--- config.mk ---
export PLATFORM = sky130hd
export DESIGN_NAME = l1_refill_ctrl
export DESIGN_NICKNAME = d
export VERILOG_FILES = /design/src/rtl/l1_pkg.sv /design/src/rtl/l1_timeout_ctr.sv /design/src/rtl/l1_refill_ctrl.sv
export SDC_FILE = /design/constraint.sdc
export NUM_CORES = 1
export LEC_CHECK = 0
export CORE_MARGIN = 2
export CORE_UTILIZATION = 42
export DETAILED_ROUTE_END_ITERATION = 8
export PLACE_DENSITY = 0.8
export SLEW_MARGIN = 25
export SYNTH_ARGS = -nofsm -noshare
export SYNTH_HDL_FRONTEND = slang
export SYNTH_SLANG_ARGS = --single-unit
--- constraint.sdc ---
create_clock -name clk -period 2.26 [get_ports clk]
set_input_delay 0.226 -clock clk [delete_from_list [all_inputs] [get_ports clk]]
set_output_delay 0.226 -clock clk [all_outputs]
set_load 0.1 [all_outputs]
--- src/rtl/l1_pkg.sv ---
// Shared L1 definitions: refill FSM states, default geometry and address slicing helpers.
// Pure declarations; no latency or backpressure of its own.
package l1_pkg;

   localparam int L1_WORD_SIZE  = 32;
   localparam int L1_TAG_SIZE   = 2;
   localparam int L1_INDEX_SIZE = 4;

   typedef enum logic [2:0] {
      IDLE,
      REQ,
      WAIT,
      FILL,
      ERR
   } state_t;

   function automatic logic [L1_TAG_SIZE-1:0] get_tag(input logic [L1_WORD_SIZE-1:0] addr);
      return addr[L1_WORD_SIZE-1 -: L1_TAG_SIZE];
   endfunction

   function automatic logic [L1_INDEX_SIZE-1:0] get_index(input logic [L1_WORD_SIZE-1:0] addr);
      return addr[L1_WORD_SIZE-L1_TAG_SIZE-1 -: L1_INDEX_SIZE];
   endfunction

endpackage

--- src/rtl/l1_timeout_ctr.sv ---
// Response timeout counter: cleared on request handshake, counts while enabled, flags LIMIT-1.
// expired is combinational from the count register; no backpressure.
module l1_timeout_ctr #(
   parameter int LIMIT = 255
) (
   input  logic clk,
   input  logic rst_n,
   input  logic clr,
   input  logic en,
   output logic expired
);

   localparam int CW = $clog2(LIMIT + 1);

   logic [CW-1:0] cnt;

   assign expired = (cnt == CW'(LIMIT - 1));

   always_ff @(posedge clk or negedge rst_n) begin
      if (!rst_n) begin
         cnt <= '0;
      end else if (clr) begin
         cnt <= '0;
      end else if (en && !expired) begin
         cnt <= cnt + 1'b1;
      end
   end

endmodule

--- src/rtl/l1_refill_ctrl.sv ---
// Single-outstanding L1 miss refill: fetch one word, then pulse fill/resp (or err on timeout).
// Best case miss->fill is 3 cycles; misses are only taken in IDLE, request held until mem_req_ready.
module l1_refill_ctrl
   import l1_pkg::*;
#(
   parameter int WORD_SIZE  = L1_WORD_SIZE,
   parameter int TAG_SIZE   = L1_TAG_SIZE,
   parameter int INDEX_SIZE = L1_INDEX_SIZE,
   parameter int TIMEOUT    = 255
) (
   input  logic                  clk,
   input  logic                  rst_n,
   input  logic                  miss_valid,
   input  logic [WORD_SIZE-1:0]  miss_addr,
   output logic                  miss_ready,
   output logic                  mem_req_valid,
   output logic [WORD_SIZE-1:0]  mem_req_addr,
   input  logic                  mem_req_ready,
   input  logic                  mem_resp_valid,
   input  logic [WORD_SIZE-1:0]  mem_resp_data,
   output logic                  fill_valid,
   output logic [INDEX_SIZE-1:0] fill_index,
   output logic [TAG_SIZE-1:0]   fill_tag,
   output logic [WORD_SIZE-1:0]  fill_data,
   output logic                  resp_valid,
   output logic [WORD_SIZE-1:0]  resp_data,
   output logic                  err,
   output logic                  busy,
   output logic [15:0]           miss_count
);

   localparam int TAG_LSB = WORD_SIZE - TAG_SIZE;

   state_t state;
   logic   to_clr;
   logic   to_en;
   logic   to_expired;

   assign miss_ready = (state == IDLE);
   assign busy       = (state != IDLE);
   assign to_clr     = (state == REQ) && mem_req_ready;
   assign to_en      = (state == WAIT);

   l1_timeout_ctr #(
      .LIMIT (TIMEOUT)
   ) u_timeout (
      .clk     (clk),
      .rst_n   (rst_n),
      .clr     (to_clr),
      .en      (to_en),
      .expired (to_expired)
   );

   // mem_req_addr doubles as the captured miss address for the whole transaction.
   always_ff @(posedge clk or negedge rst_n) begin
      if (!rst_n) begin
         state         <= IDLE;
         mem_req_valid <= 1'b0;
         mem_req_addr  <= '0;
         fill_valid    <= 1'b0;
         fill_index    <= '0;
         fill_tag      <= '0;
         fill_data     <= '0;
         resp_valid    <= 1'b0;
         resp_data     <= '0;
         err           <= 1'b0;
         miss_count    <= '0;
      end else begin
         fill_valid <= 1'b0;
         resp_valid <= 1'b0;
         err        <= 1'b0;
         case (state)
            IDLE: begin
               if (miss_valid) begin
                  mem_req_addr  <= miss_addr;
                  mem_req_valid <= 1'b1;
                  if (miss_count != 16'hFFFF) begin
                     miss_count <= miss_count + 16'd1;
                  end
                  state <= REQ;
               end
            end
            REQ: begin
               if (mem_req_ready) begin
                  mem_req_valid <= 1'b0;
                  state         <= WAIT;
               end
            end
            WAIT: begin
               if (mem_resp_valid) begin
                  fill_valid <= 1'b1;
                  resp_valid <= 1'b1;
                  fill_data  <= mem_resp_data;
                  resp_data  <= mem_resp_data;
                  fill_tag   <= mem_req_addr[WORD_SIZE-1 -: TAG_SIZE];
                  fill_index <= mem_req_addr[TAG_LSB-1 -: INDEX_SIZE];
                  state      <= FILL;
               end else if (to_expired) begin
                  err   <= 1'b1;
                  state <= ERR;
               end
            end
            FILL:    state <= IDLE;
            ERR:     state <= IDLE;
            default: state <= IDLE;
         endcase
      end
   end

endmodule

After elaboration in Yosys (flattened, before gate mapping)
Cells that the tools add are included.
{"block": "op_classes", "addsub": 2, "eq_ne": 7, "mux": 15, "n_reduce_logical": 12}
{"op": "$add 16x1->16 const B", "count": 1}
{"op": "$mux 8", "count": 2}
{"op": "$ne 16x16->1 const B", "count": 1}
{"op": "$mux 3", "count": 4}
{"op": "$pmux 3 s3", "count": 1}
{"op": "$reduce_and 3->1", "count": 3}
{"op": "$add 8x1->8 const B", "count": 1}
{"op": "$eq 8x8->1 const B", "count": 1}
{"op": "$mux 1", "count": 7}
{"op": "$ne 2x2->1 const B", "count": 2}
{"op": "$reduce_and 2->1", "count": 2}
{"op": "$reduce_bool 2->1", "count": 2}
{"op": "$eq 3x1->1 const B", "count": 1}
{"op": "$eq 3x2->1 const B", "count": 1}
{"op": "$logic_not 3->1", "count": 1}
{"op": "$ne 3x3->1 const B", "count": 1}
{"op": "$reduce_bool 3->1", "count": 1}
{"op": "$logic_and 1x1->1", "count": 2}
{"op": "$pmux 1 s2", "count": 1}
{"op": "$logic_not 1->1", "count": 1}
{"block": "word_totals", "ff_bits": 100, "out_inout_bits": 124}

Longest topological paths before layout
{"block": "depth", "ltp_word": 5, "depth_mapped": 6}

Modules after synthesis
From an unflattened synthesis, not the netlist that was laid out.
{"block": "unflattened", "hier_cells": 400, "hier_area_um2": 4421.7}
{"module": "l1_refill_ctrl", "n_inst": 1, "cells_each": 346, "area_per_inst_um2": 3902.5}
{"module": "l1_timeout_ctr", "n_inst": 1, "cells_each": 54, "area_per_inst_um2": 519.2}

Least setup slack after synthesis
OpenSTA, ideal clock, no wires.
{"block": "synth_timing", "path_kind": "reg-to-reg", "start": "register miss_count[5]", "end": "register miss_count[13]", "setup_ns": 0.126, "t_arrival_ns": 2.167, "t_required_ns": 2.134, "setup_slack_ns": -0.033, "path_stages_with_launch": 5, "path_buffers": 0, "synth_period_minus_slack_ns": 2.293, "cell_sequence": "dfrtp_1 nand3_1 nor4_4 nand3_2 mux2_4"}
{"block": "synth_between", "elab_chain_len": 2, "elab_cells_between_ends": 3}
{"item": "from (decl)", "line_no": "l1_refill_ctrl.sv:29", "text": "output logic [15:0] miss_count"}
{"item": "from (signal assigned)", "line_no": "l1_refill_ctrl.sv:78", "text": "miss_count <= miss_count + 16'd1;"}
{"item": "branches (longest 2 deep; another with $add 16x1->16)"}
Several ways; the timed one is not identified.
A chain may end at the register's enable or synchronous reset.

Final worst setup path
{"block": "layout_timing", "start": "register state[0]", "end": "register miss_count[13]"}
{"block": "layout_between", "elab_chain_len": 2}
{"item": "from (decl)", "line_no": "l1_refill_ctrl.sv:34", "text": "state_t state;"}
{"item": "from (signal assigned)", "line_no": "l1_refill_ctrl.sv:57", "text": "state <= IDLE;"}
{"item": "from (signal assigned)", "line_no": "l1_refill_ctrl.sv:80", "text": "state <= REQ;"}
{"item": "from (signal assigned)", "line_no": "l1_refill_ctrl.sv:86", "text": "state <= WAIT;"}
{"item": "$logic_not 3->1", "line_no": "l1_refill_ctrl.sv:72", "text": "case (state)"}
{"item": "$reduce_and 3->1 (no source line)"}
Every way passes these cells.

==> metrics list <==
- The number of buffers and inverters on the critical path is 0.
- Routed wire length: 10,200 um
- Post-route clock period utilization: 0.916
- For this run, the slowest stage of the critical path takes 0.72 ns.
- Data on the critical path is required at its endpoint by 2.51 ns.
- Fill cell count: 833
- Based on the critical path, the design can be clocked at up to 483 MHz.
* GRT met1 Usage: 0.228
* Combined flip-flop and latch cell area: 0.00251 mm2
* Actual transition at the worst max-transition pin: 0.842 ns
- Number of buffers inserted during clock tree synthesis: 9
* Congestion Overflow GR: 0
* Critical-path cell with the highest stage delay: sky130_fd_sc_hd__or4b_1
- Warning count from the yosys run: 0
* Final Max Slew Viols: 0
- The HPWL after detailed placement is 7450 um.
- Average vias per placed instance: 4.91
- The clock drives 100 sinks.
* H-tree lvl count: 3
* Antenna Violating Nets Remaining: 0
- The library cell used most frequently in the layout, excluding fill and tap cells, is sky130_fd_sc_hd__buf_4.
- The root buffer cell chosen for the clock tree is sky130_fd_sc_hd__clkbuf_8.
- Walking the worst path, the cells encountered are or4b_1 > nor4_4 > nand3_2 > mux2_4.
- Top Ports: 193
- Final hold violation count: 0
* Die Y-Extent: 106 um
- For this run, the post-layout net count is 635.
* Initial core utilization: 0.428
* Share of the core filled with cells: 0.603
- Most common flop cell mapped by yosys: sky130_fd_sc_hd__dfrtp_1
* Unrepaired setup endpoints after global routing: no
- Area added between synthesis and finish: 41.1%
- Pin count of the biggest net entering global routing: 65
- For this run, the register share of the synthesized area comes to 0.575.
- The number of antenna diodes in the final layout is 0.
- Across every metal layer, demand over resource in global routing totals 0.184.
* Register clock-pin slew on the reported worst setup and hold paths: 0.09 ns
- In this run, synthesis inferred 0 flip-flops with an integrated enable.
- Ranked by total cell area, the synthesized netlist is headed by sky130_fd_sc_hd__dfrtp_1 (57%), sky130_fd_sc_hd__mux2_2 (10%), sky130_fd_sc_hd__nand2_1 (9.5%), sky130_fd_sc_hd__buf_4 (5.7%), sky130_fd_sc_hd__nand3_1 (1.6%).
* Die Footprint: 0.0112 mm2
- Global-route layer with the greatest usage: met2
- Row generation in the floorplan step produced 37 rows.
- Post-synthesis area per instance: 11.0 um2
- Largest fanout of any net on the critical path: 8
* Category of the critical setup timing path: flop to flop
- Cell variety after synth: 39
- 1st-iter DRT viols: 149
- Met3 track demand over resource in global routing: 0.0328
- Nets in the synthesized netlist: 468
* Instance count of the mapped netlist: 396
* DRC errors left: 0
- Fraction of post-synthesis cell area in the top cell type by area: 0.575
- Across all layers, the routed design uses 3,456 vias.
- The die is 106 um wide.
- The synthesized design spends more area on one cell type than any other, namely sky130_fd_sc_hd__dfrtp_1.
- Clock network latency to the later pin of the worst-skew pair: 0.36 ns
* Flip-flop and latch count after synthesis: 100
- TritonCTS built the clock tree.
- Most frequent cells in the layout: sky130_fd_sc_hd__buf_4 (131), sky130_fd_sc_hd__nand2_1 (110), sky130_fd_sc_hd__dfrtp_1 (96), sky130_fd_sc_hd__clkdlybuf4s50_1 (67), sky130_fd_sc_hd__mux2_2 (40)
* Setup total negative slack: 0 ns
* DRT Pass-1 Iters: 5
- In this design, the largest share of critical-path delay is due to simple AND/OR/NAND/NOR gates.
- Routed wirelength normalized by instance count: 14.5 um
- Type of destination of the critical path: flop
- Initial antenna violation count: 0
- Max Clock Skew: 0.0133 ns
- In this run the deepest clock path goes through 2 buffers.
* Total area of multi-input combinational cells: 0.00153 mm2
- Crit path arrival time: 2.32 ns
- For met2 alone, demand over resource in global routing was 0.313.
- Setup violations remaining at the end of the flow were counted as 0.
- The first global-routing pass estimated 16,400 um of wire.
- Post-synth design cell area: 0.00435 mm2
* Core region area: 0.0102 mm2
* Post-placement worst setup slack: 0.0185 ns
- Routability-driven placement finished with a final weighted congestion of 0.830.
- Proportion of synthesized flip-flops having asynchronous set or reset: 1.00
* Max Cap Violations: 0
- The worst setup path is launched from a flop.
- Result of the run: finished clean
- Normalized max-slew margin: 0.434
- The count of buffers added on input and output ports is 192.
- Final min period: 2.07 ns
* R2R setup slack: 0.19 ns
- Share of post-route cells with drive strength above 1: 0.350
- After layout, the worst setup slack is 0.190 ns.
- Number of global-route vias before repair: 3,374
- The tightest min-delay check is of the primary input to async pin type.
-- per-stage QoR --
step	hold WS (ns)	cell area [um2]	cells
final	0.363	6140	704
after CTS	0.365	6140	704
after detailed placement	0.225	5950	687
after global routing	0.392	6140	704
after floorplan	-0.0696	4360	396
after global placement	0.217	5950	687
-- registers in the layout, indices dropped and copies added (netlist names) --
name,flops
mem_req_addr,32
resp_data,32
miss_count,16
u_timeout.cnt,8
fill_index,4
state,3
fill_tag,2
err,1
mem_req_valid,1
resp_valid,1
-- synth_stat cells, drive strengths merged, types with 3 or more instances --
master and count:
dfrtp 100, nand2 110, ha 3, o211ai 3
xor2 5, buf 39, a21oi 4, nor4 3
mux2 41, o21ai 4, nand3 15, mux2i 5
nand4 7, clkbuf 7, nor2 5, inv 7
xnor2 4, nor3 6, and3 4
-- repair_timing --
action / CTS / global route
endpoints found under the setup margin: 0 / 0
hold buffers: 1 / 0
endpoints found under the hold margin: 36 / 0
resized for setup: 0 / 0
setup buffers: 0 / 0
-- path summary, 6_finish.rpt --
kind,startpoint,to,depth (start not counted)
max in group asynchronous,rst_n,resp_data[21],3
hold reg to reg,mem_req_addr[7],mem_req_addr[7],2
setup / recovery,state[0],miss_count[13],4
setup reg to reg,state[0],miss_count[13],4
min in group clk,miss_addr[7],mem_req_addr[7],3
hold / removal,rst_n,miss_count[10],2
-- area by class of cell --
type | count | share of cell area
Tap cell | 136 | 0.0277
Clock buffer | 13 | 0.0275
Clock inverter | 3 | 0.00326
Inverter | 7 | 0.00428
Sequential cell | 100 | 0.408
Multi-Input combinational cell | 243 | 0.249
Timing Repair Buffer | 202 | 0.281
-- metal layers --
| layer | share of wire | up-vias |
|---|---|---|
| met3 | 0.053 | 17 |
| met1 | 0.41 | 1682 |
| li1 | - | 1638 |
| met5 | 0 | - |
| met2 | 0.51 | 119 |
| met4 | 0.024 | 0 |
-- kinds of logic (layout without fill, tap and decap cells) --
| logic type | after synthesis | in the layout | synth area share |
|---|---|---|---|
| compound gates | 21 | 21 | 0.0328 |
| xor+xnor | 9 | 9 | 0.0181 |
| fa+ha+maj | 3 | 3 | 0.00862 |
| buf+inv | 53 | 225 | 0.0759 |
| flops | 100 | 100 | 0.575 |
| mux | 46 | 46 | 0.118 |
| simple gates | 164 | 164 | 0.172 |
Power is not shown: default switching activity piles up to over one toggle a cycle in this logic, so the estimate is an artifact.
